--- src/rtl/word_arb_pkg.sv ---
// rtl/word_arb_pkg.sv - shared sizes and output-stage state for the word source arbiter
package word_arb_pkg;

    localparam int N_PORTS = 16;
    localparam int WORD_W  = 32;
    localparam int SEL_W   = 4;

    typedef enum logic {
        EMPTY = 1'b0,
        FULL  = 1'b1
    } arb_state_e;

endpackage

--- src/rtl/rr_priority_pick.sv ---
// rtl/rr_priority_pick.sv - round-robin winner pick: rotate by ptr, find first, rotate back
module rr_priority_pick
    import word_arb_pkg::*;
(
    input  logic [N_PORTS-1:0] req,
    input  logic [SEL_W-1:0]   ptr,
    output logic [SEL_W-1:0]   idx,
    output logic               found
);

    logic [SEL_W:0]     lsh;
    logic [N_PORTS-1:0] rot;
    logic [SEL_W-1:0]   off;

    // Bit 0 of rot is req[ptr]; a shift by N_PORTS (ptr==0) clears the wrapped half
    assign lsh = (SEL_W+1)'(N_PORTS) - {1'b0, ptr};
    assign rot = (req >> ptr) | (req << lsh);

    always_comb begin
        off = '0;
        for (int i = N_PORTS - 1; i >= 0; i--) begin
            if (rot[i]) begin
                off = i[SEL_W-1:0];
            end
        end
    end

    assign idx   = off + ptr;
    assign found = |req;

endmodule

--- src/rtl/word_source_rr_arbiter.sv ---
// rtl/word_source_rr_arbiter.sv - fair 16-source word arbiter with a registered valid/ready output
module word_source_rr_arbiter #(
    parameter int N_PORTS = word_arb_pkg::N_PORTS,
    parameter int WORD_W  = word_arb_pkg::WORD_W,
    parameter int SEL_W   = word_arb_pkg::SEL_W
) (
    input  logic                      clk,
    input  logic                      rst_n,
    input  logic [N_PORTS-1:0]        req,
    input  logic [N_PORTS*WORD_W-1:0] data_in,
    output logic [N_PORTS-1:0]        gnt,
    output logic                      out_valid,
    input  logic                      out_ready,
    output logic [WORD_W-1:0]         out_data,
    output logic [SEL_W-1:0]          out_sel
);

    word_arb_pkg::arb_state_e state;
    logic [SEL_W-1:0]         ptr;
    logic [SEL_W-1:0]         idx;
    logic                     found;
    logic                     load;

    rr_priority_pick u_pick (
        .req   (req),
        .ptr   (ptr),
        .idx   (idx),
        .found (found)
    );

    assign out_valid = (state == word_arb_pkg::FULL);
    assign load      = found & (~out_valid | out_ready);
    // Masked by rst_n so no source believes it was captured while reset is held
    assign gnt       = (load & rst_n) ? (N_PORTS'(1) << idx) : '0;

    always_ff @(posedge clk or negedge rst_n) begin
        if (!rst_n) begin
            state    <= word_arb_pkg::EMPTY;
            out_data <= '0;
            out_sel  <= '0;
            ptr      <= '0;
        end else if (load) begin
            state    <= word_arb_pkg::FULL;
            out_data <= data_in[idx*WORD_W +: WORD_W];
            out_sel  <= idx;
            ptr      <= idx + SEL_W'(1);
        end else if (out_valid && out_ready) begin
            state    <= word_arb_pkg::EMPTY;
        end
    end

endmodule

--- config.mk ---
export PLATFORM = sky130hd
export DESIGN_NAME = word_source_rr_arbiter
export DESIGN_NICKNAME = d
export VERILOG_FILES = /design/src/rtl/word_arb_pkg.sv /design/src/rtl/rr_priority_pick.sv /design/src/rtl/word_source_rr_arbiter.sv
export SDC_FILE = /design/constraint.sdc
export NUM_CORES = 1
export LEC_CHECK = 0
export CAP_MARGIN = 40
export CORE_AREA = 3 3 228 230
export CTS_CLUSTER_SIZE = 12
export DETAILED_ROUTE_END_ITERATION = 7
export DIE_AREA = 0 0 231 233
export PLACE_DENSITY = 0.41
export SLEW_MARGIN = 20
export SYNTH_ARGS = -nofsm -noshare
export SYNTH_HDL_FRONTEND = slang
export SYNTH_SLANG_ARGS = --single-unit
--- constraint.sdc ---
create_clock -name clk -period 11.1 [get_ports clk]
set_input_delay 1.11 -clock clk [delete_from_list [all_inputs] [get_ports clk]]
set_output_delay 1.11 -clock clk [all_outputs]
set_load 0.02 [all_outputs]
---- Word level (Yosys, flattened, before mapping) ----
Index checks and enable logic that the tools add are counted.
operators by class
  add/subtract/negate cells ............... 3
  shifts and indexed selects .............. 4
  muxes and demuxes ....................... 19
  bitwise logic cells ..................... 5
  reductions and logical operators ........ 3
operator list
  operator                                           number
  variable part select 512 x 10 -> 32 bit            1
  2-to-1 mux 4 bit                                   16
  2-to-1 mux 16 bit                                  1
  bitwise OR 16 bit                                  1
  OR reduction 16 bit                                1
  << shifter 1 x 4 -> 16 bit (first input constant)  1
  << shifter 16 x 5 -> 16 bit                        1
  >> shifter 16 x 4 -> 16 bit                        1
  subtractor 5 x 4 -> 5 bit (first input constant)   1
  adder 4 x 1 -> 4 bit (second input constant)       1
  adder 4 bit                                        1
  bitwise AND 1 bit                                  2
  2-to-1 mux 1 bit                                   2
  nonzero test 2 bit                                 1
  logical AND 1 bit                                  1
  NOT 1 bit                                          1
  bitwise OR 1 bit                                   1
storage, ports and cells
  flip-flop bits (word level) ............. 41
  word-level logic and storage cells ...... 38

---- Logic depth before layout (Yosys ltp) ----
Gate-level depths: netlist of run 1.
  word-level depth ........................ 22
  mapped depth ............................ 27
  depth with buffers taken out ............ 19

---- By module ----
A second synthesis of run 1 with hierarchy kept.
second synthesis, totals
  cell total of the unflattened synthesis .. 806
  area total of the unflattened synthesis .. 7898.8 µm²
modules (own cells, without submodules)
  module                  instances  cells each  area an instance (µm²)  seq. area each (µm²)
  word_source_rr_arbiter  1          575         5786.8                  1026.0
  rr_priority_pick        1          231         2112.0                  0.0

---- Least setup slack after synthesis of run 1 ----
OpenSTA, ideal clock, no wires.
  path type ............................... register to output
  from .................................... register ptr[1]
  to ...................................... output gnt[0]
  arrival ................................. 5.147 ns
  path slack .............................. 4.843 ns
  cell stages (with the launch flop) ...... 26
  buffers on the path ..................... 8
  cell sequence ........................... dfrtp_1 buf_6 buf_6 buf_6 inv_1 ha_1 buf_2 buf_4 buf_2 mux2i_1 nand3_1 o211a_1 a221oi_1 o31ai_1 a211o_1 a211oi_1 o21ai_0 ha_1 a21o_1 a21oi_1 xnor2_1 and3_1 clkbuf_1 or3_4 buf_6 nor3_1
on the way
  cells in the longest elaborated chain, start to end .. 22
RTL lines
  element                         RTL line                      source
  from (decl)                     word_source_rr_arbiter.sv:19  logic [SEL_W-1:0] ptr;
  from (signal assigned)          word_source_rr_arbiter.sv:46  ptr <= idx + SEL_W'(1);
  subtractor 5 x 4 -> 5 bit       rr_priority_pick.sv:16        assign lsh = (SEL_W+1)'(N_PORTS) - {1'b0, ptr};
  << shifter 16 x 5 -> 16 bit     rr_priority_pick.sv:17        assign rot = (req >> ptr) | (req << lsh);
  bitwise OR 16 bit               rr_priority_pick.sv:17
  2-to-1 mux 4 bit (16 in a row)  rr_priority_pick.sv:22        if (rot[i]) begin
  adder 4 bit *                   rr_priority_pick.sv:28        assign idx = off + ptr;
  << shifter 1 x 4 -> 16 bit *    word_source_rr_arbiter.sv:34  assign gnt = (load & rst_n) ? (N_PORTS'(1) << idx) : '0;
  2-to-1 mux 16 bit *             word_source_rr_arbiter.sv:34
  to (decl)                       word_source_rr_arbiter.sv:11  output logic [N_PORTS-1:0] gnt,
Mark *: on every way between the ends. The rest lies on a longest branch, timed or not.

---- Final worst setup path of run 1 ----
  from .................................... input req[3]
  to ...................................... output gnt[5]
on the way
  cells in the longest elaborated chain, start to end .. 21
RTL lines
  element                                                                            RTL line                      source
  from (decl)                                                                        word_source_rr_arbiter.sv:9   input logic [N_PORTS-1:0] req,
  << shifter 16 x 5 -> 16 bit / >> shifter 16 x 4 -> 16 bit (equally long branches)  rr_priority_pick.sv:17
  bitwise OR 16 bit                                                                  rr_priority_pick.sv:17
  2-to-1 mux 4 bit (16 in a row)                                                     rr_priority_pick.sv:22
  adder 4 bit                                                                        rr_priority_pick.sv:28
  << shifter 1 x 4 -> 16 bit                                                         word_source_rr_arbiter.sv:34
  2-to-1 mux 16 bit *                                                                word_source_rr_arbiter.sv:34
Marks and branches as above.

==> results of run 1 <==
-- path summary, 6_finish.rpt --
| kind | startpoint | endpoint | slack (ns) |
|---|---|---|---|
| worst max-delay path | req[3] | gnt[5] | 3.35 |
| worst min-delay path | out_sel[0] | out_sel[0] | 0.48 |
| worst max register to register | ptr[1] | out_data[11] | 4.39 |
| worst min register to register | out_sel[0] | out_sel[0] | 0.48 |
| max in group asynchronous | rst_n | out_data[20] | 9.70 |
| min in group asynchronous | rst_n | out_data[16] | 0.93 |
-- Yosys cell counts (5+ instances only) --
cell,number
mux4_1,6
nand2_1,162
o311ai_0,33
clkbuf_1,50
ha_1,5
o31ai_1,6
nand3_1,14
nor2_1,24
nor3_1,12
buf_6,8
mux4_2,148
nand2b_1,6
o21ai_0,10
mux2i_1,54
dfrtp_1,41
buf_2,10
buf_1,18
inv_1,5
o311ai_1,29
a21oi_1,17
-- cells in the final DEF, fill, tap and decap left out, types with 10 or more instances in the layout --
cell and count:
nand2_1 162, clkdlybuf4s50_1 582, nor3_1 12, dfrtp_1 41
o21ai_0 10, buf_4 15, nand3_1 14, mux4_2 148
mux2i_1 54, a21oi_1 17, o311ai_1 29, o311ai_0 33
nor2_1 24
-- cells by family after synthesis --
logic type      count (synthesis)  synth area share (%)
compound gates                136                 14.00
mux                           212                 52.04
buf+inv                        96                 5.607
flops                          41                 13.06
simple gates                  247                 13.68
fa+ha+maj                       6                 1.051
xor+xnor                        5                0.5576
-- area by class of cell --
cell class	instances	area (µm²)
diodes	9	22.52
well taps	672	840.8
clock buffers	5	125.1
multi-input cells	606	6444
fillers	5313	35470
flip-flops and latches	41	1026
clock inverters	3	21.27
inverters	8	30.03
repair buffers	606	6085
-- registers in the layout (all words and copies together) (netlist names) --
signal     count
out_data      32
out_sel        4
out_valid      1
ptr            4
-- per-layer routing --
layer | routed length, µm | up-vias | global-route usage, % | part of all wire (%)
met4 | 593 | 18 | 3.854 | 1.1
met5 | 107 | - | 0 | 0.21
met2 | 28170 | 382 | 33.90 | 54
met1 | 19930 | 4561 | 21.81 | 38
met3 | 3331 | 44 | 4.444 | 6.4
li1 | - | 4107 | - | -
-- worst min-delay path: cells and delay by family (launching register included) --
family / cells / cell delay, ns
flops: 1 / 0.34
simple gates: 2 / 0.10
-- metrics by stage --
stage	instance area [µm²]	worst slack, ns	instances	util (%)
6_report	14590	3.350	1950	29.15
5_1_grt	14590	2.890	1948	29.14
4_1_cts	14530	3.263	1939	29.02
3_5_place_dp	14380	3.289	1931	28.73
3_3_place_gp	14280	2.636	1925	28.53
2_1_floorplan	7855	4.843	743	-
==> qor.yml, run 1 <==
grt:
  grtUsageTotal_pct: 18.46
  grt_max_degree: 72
  grt_overflow_total: 0
  grt_pass1_vias: 9505
  antenna_found_initial: 27
  grt_pass1_wl_um: 71280
timing:
  hold_violations: 0
  period_needed_ns: 7.750
  maxSlewViolCount: 0
  fin_crit_sh_pct: 69.82
  hold_slack_ns: 0.4790
  setup-tns-final_ns: 0
  finalClockSkew_ns: 0.01340
  setup_viol: 0
  rsz0062_at_grt: "no"
  worst_pin_slew_ns: 0.7799
  max_slew_margin_pct: 48.00
  max_freq_ghz: 0.1290
worst_hold_path:
  hold_depth: 2
  min_path_type: "flop to flop"
detailed_routing:
  drt-vias-per-instance: 4.673
  vias: 9112
  drtIter0Drc: 589
  first_pass_iters: 5
  antenna_left: 0
  drc: 0
  routed_wl_um: 52130
  wl_per_cell_um: 26.73
setup_path:
  required_ns: 9.99
  worstRegToRegCells: 21
  crit_type: "primary input to output pin"
  end_kind: "output pin"
  max_stage_delay_ns: 0.66
  cp_cell_sequence: "clkdlybuf4s50_1, mux4_2, a211oi_1, o21ai_0, a2111oi_0, a21boi_0, o21bai_1, a21oi_1, ha_1, a21o_1, a21oi_1, xnor2_1, and3_2, buf_4, or3_4, nor3_1, clkdlybuf4s50_1"
  crit_family: "compound AO/OA/AOI/OAI gates"
  critPathSlowestCell: "or3_4"
  crit_cells: 17
  worstPathArrival_ns: 6.64
  cp_max_fo: 41
  crit_buf_inv: 3
  cp-start-kind: "primary input"
placement:
  port_buffers: 583
  dpl.hpwl_um: 43730
  gp_congestion: 0.8533
synth:
  syn_area_um2: 7855
  synth_edf_count: 0
  async_reset_ff_share_pct: 100.0
  synth_area_leaders: "mux4_2 (42%), dfrtp_1 (13%), nand2_1 (7.7%)"
  ys_ff_latch: 41
  synth_warnings: 0
  yosysTopAreaCellShare_pct: 42.43
  syn_inst: 743
  synthFlopType: "dfrtp_1"
  seq_area_frac_synth_pct: 13.06
  ys_types: 69
  syn_nets: 1280
  syn_area_per_cell_um2: 10.57
  synth_area_leader_cell: "mux4_2"
floorplan:
  rows: 82
  initial_core_util_pct: 15.69
  dieArea_um2: 53820
  die_y_um: 233
  core_um2: 50070
  pin_count: 584
  die_x_um: 231
flow_run:
  max_cap_viol_count: 0
cells_and_area:
  layout-drive-gt1-share_pct: 16.08
  area_growth_pct: 85.79
  finalNetCount: 1805
clock_tree:
  cts_buffers: 5
  clk_latency_ns: 0.31
  clkTransAtPathRegs_ns: 0.07
  cts-resized-gates: 0
  cts_tree: "done"
  cts.path.max_buffers: 2
  clkSinkCount: 41
  cts_root_buf: "clkbuf_16"
  holdBufCountCts: 0
  cts_max_level: 2
  cts_post_setup_buffers_inserted: 0
run_status:
  outcome: "finished clean"
Power of run 1 is not shown: default switching activity piles up to over one toggle a cycle in this logic, so the estimate is an artifact.
==> inputs of run 2 (changes only) <==
==> constraint.sdc (replaced) <==
create_clock -name clk -period 7.2 [get_ports clk]
set_input_delay 0.72 -clock clk [delete_from_list [all_inputs] [get_ports clk]]
set_output_delay 0.72 -clock clk [all_outputs]
set_load 0.02 [all_outputs]
==> run 2 against run 1 <==
Die area is the same. Hold slack gained 0.0044 ns. Final cell count decreased by 0.31%. Core utilization fell by 0.10 points. Via count shrank 0.45%. Routed wire length increased by 0.29%.
==> qor.yml, run 2 (synthesis gave the netlist of run 1 again) <==
run_status:
  outcome: "finished clean"
grt:
  grt_max_degree: 71
  busiest_layer: "met2"
  grtUsageMet2_pct: 34.84
  grt_pass1_wl_um: 71970
  grtUsageMet1_pct: 21.57
  grt_pass1_vias: 9634
  antenna_found_initial: 25
  use_met3_pct: 5.081
  grtUsageTotal_pct: 18.68
  grt_overflow_total: 0
clock_tree:
  cts_root_buf: "clkbuf_16"
  cts_post_setup_buffers_inserted: 0
  clk_latency_ns: 0.30
  clkSinkCount: 41
  cts_tree: "done"
  clkTransAtPathRegs_ns: 0.07
  cts.path.max_buffers: 2
  cts-resized-gates: 0
  cts_max_level: 2
  holdBufCountCts: 0
  cts_buffers: 5
detailed_routing:
  antenna_left: 0
  drt-vias-per-instance: 4.666
  drtIter0Drc: 616
  wl_per_cell_um: 26.89
  vias: 9071
  drc: 0
  first_pass_iters: 5
  routed_wl_um: 52280
setup_path:
  crit_buf_inv: 3
  startpoint: "ptr[1]"
  max_stage_delay_ns: 0.65
  end_kind: "output pin"
  rrSetupSlack_ns: 1.15
  critPathSlowestCell: "clkdlybuf4s50_1"
  cp-start-kind: "flop"
  crit_type: "flop to output pin"
  cp_max_fo: 20
  crit_family: "compound AO/OA/AOI/OAI gates"
  cp_cell_sequence: "inv_1, ha_1, buf_4, mux2i_1, nand2_1, o211a_1, a221oi_1, o31ai_1, a211o_1, a211oi_1, o21ai_0, ha_4, a21o_1, a21oi_1, xnor2_1, and3_2, or3_4, nor3_1, clkdlybuf4s50_1"
  required_ns: 6.48
  rr_startpoint: "ptr[1]"
  worstPathArrival_ns: 5.92
placement:
  dpl.hpwl_um: 43910
  gp_congestion: 0.8391
  port_buffers: 583
cells_and_area:
  seq_area_um2: 1026
  final_common_cell: "clkdlybuf4s50_1"
  regMostFlops: "out_data"
  finalNetCount: 1804
  largest_reg_flops: 32
  layout-drive-gt1-share_pct: 16.02
  final_cell_mix: "clkdlybuf4s50_1 (582), nand2_1 (162), mux4_2 (148)"
  fillers: 5334
  multi_input_area_um2: 6445
  area_growth_pct: 85.15
  largest_registers: "out_data (32), out_sel (4), ptr (4)"
worst_hold_path:
  min_from: "out_data[11]"
  min_path_type: "flop to flop"
floorplan:
  rows: 82
  core_um2: 50070
  pin_count: 584
  die_x_um: 231
  die_y_um: 233
  initial_core_util_pct: 15.69
  dieArea_um2: 53820
timing:
  worst_pin_slew_ns: 0.8132
  finalClockSkew_ns: 0.006827
  period_needed_ns: 6.641
  fin_crit_sh_pct: 92.23
  max_slew_margin_pct: 45.78
  rsz0062_at_grt: "no"
  setup_viol: 0
  max_freq_ghz: 0.1506
  hold_violations: 0
  setup-tns-final_ns: 0
  maxSlewViolCount: 0
flow_run:
  max_cap_viol_count: 0
## run 2: changes by cell type in the layout (fill, tap and decap cells not counted), sizes merged
cell    change
diode       -4
buf         -2
clkbuf      +2
clkinv      -1
inv         -1
## run 2: layer usage
metal	vias up	part of all wire (%)
met5	-	0.32
met4	22	1.2
met3	47	6.8
met2	345	54
met1	4558	37
li1	4099	-
## run 2: path summary, 6_finish.rpt
path	cells after the start	end
max	19	gnt[0]
min	2	out_data[11]
max reg2reg	21	out_data[11]
min reg2reg	2	out_data[11]
max in group asynchronous	2	out_data[21]
min in group asynchronous	2	out_data[14]
## run 2: cell type report
cell class	instances	share of cell area, %
multi-input combinational	606	44.31
timing repair buffer	605	41.55
sequential	41	7.054
tap	672	5.781
clock buffer	6	0.9549
inverter	8	0.2065
antenna	5	0.08603
clock inverter	1	0.05162
## run 2: metrics by stage
stage	instances	setup slack [ns]	area [µm²]	hold slack, ns	utilization [%]
final	1944	0.5594	14540	0.4834	29.05
after global placement	1930	0.7195	14360	0.4605	28.68
after global routing	1942	0.07197	14540	0.5036	29.04
after floorplan	743	1.333	7855	0.4244	-
after detailed placement	1931	0.5646	14380	0.4724	28.72
after CTS	1938	0.5048	14530	0.4910	29.01
## run 2: worst reg2reg max path: cells and delay by family (launching register included)
| kind | cells | cell delay (ns) |
|---|---|---|
| DFF | 1 | 0.34 |
| AOI/OAI and AO/OA | 7 | 1.02 |
| muxes | 3 | 1.24 |
| and+or+nand+nor | 3 | 0.26 |
| adders and majority gates | 3 | 1.65 |
| buffers and inverters | 5 | 1.40 |
Power of run 2 is left out for the same reason.
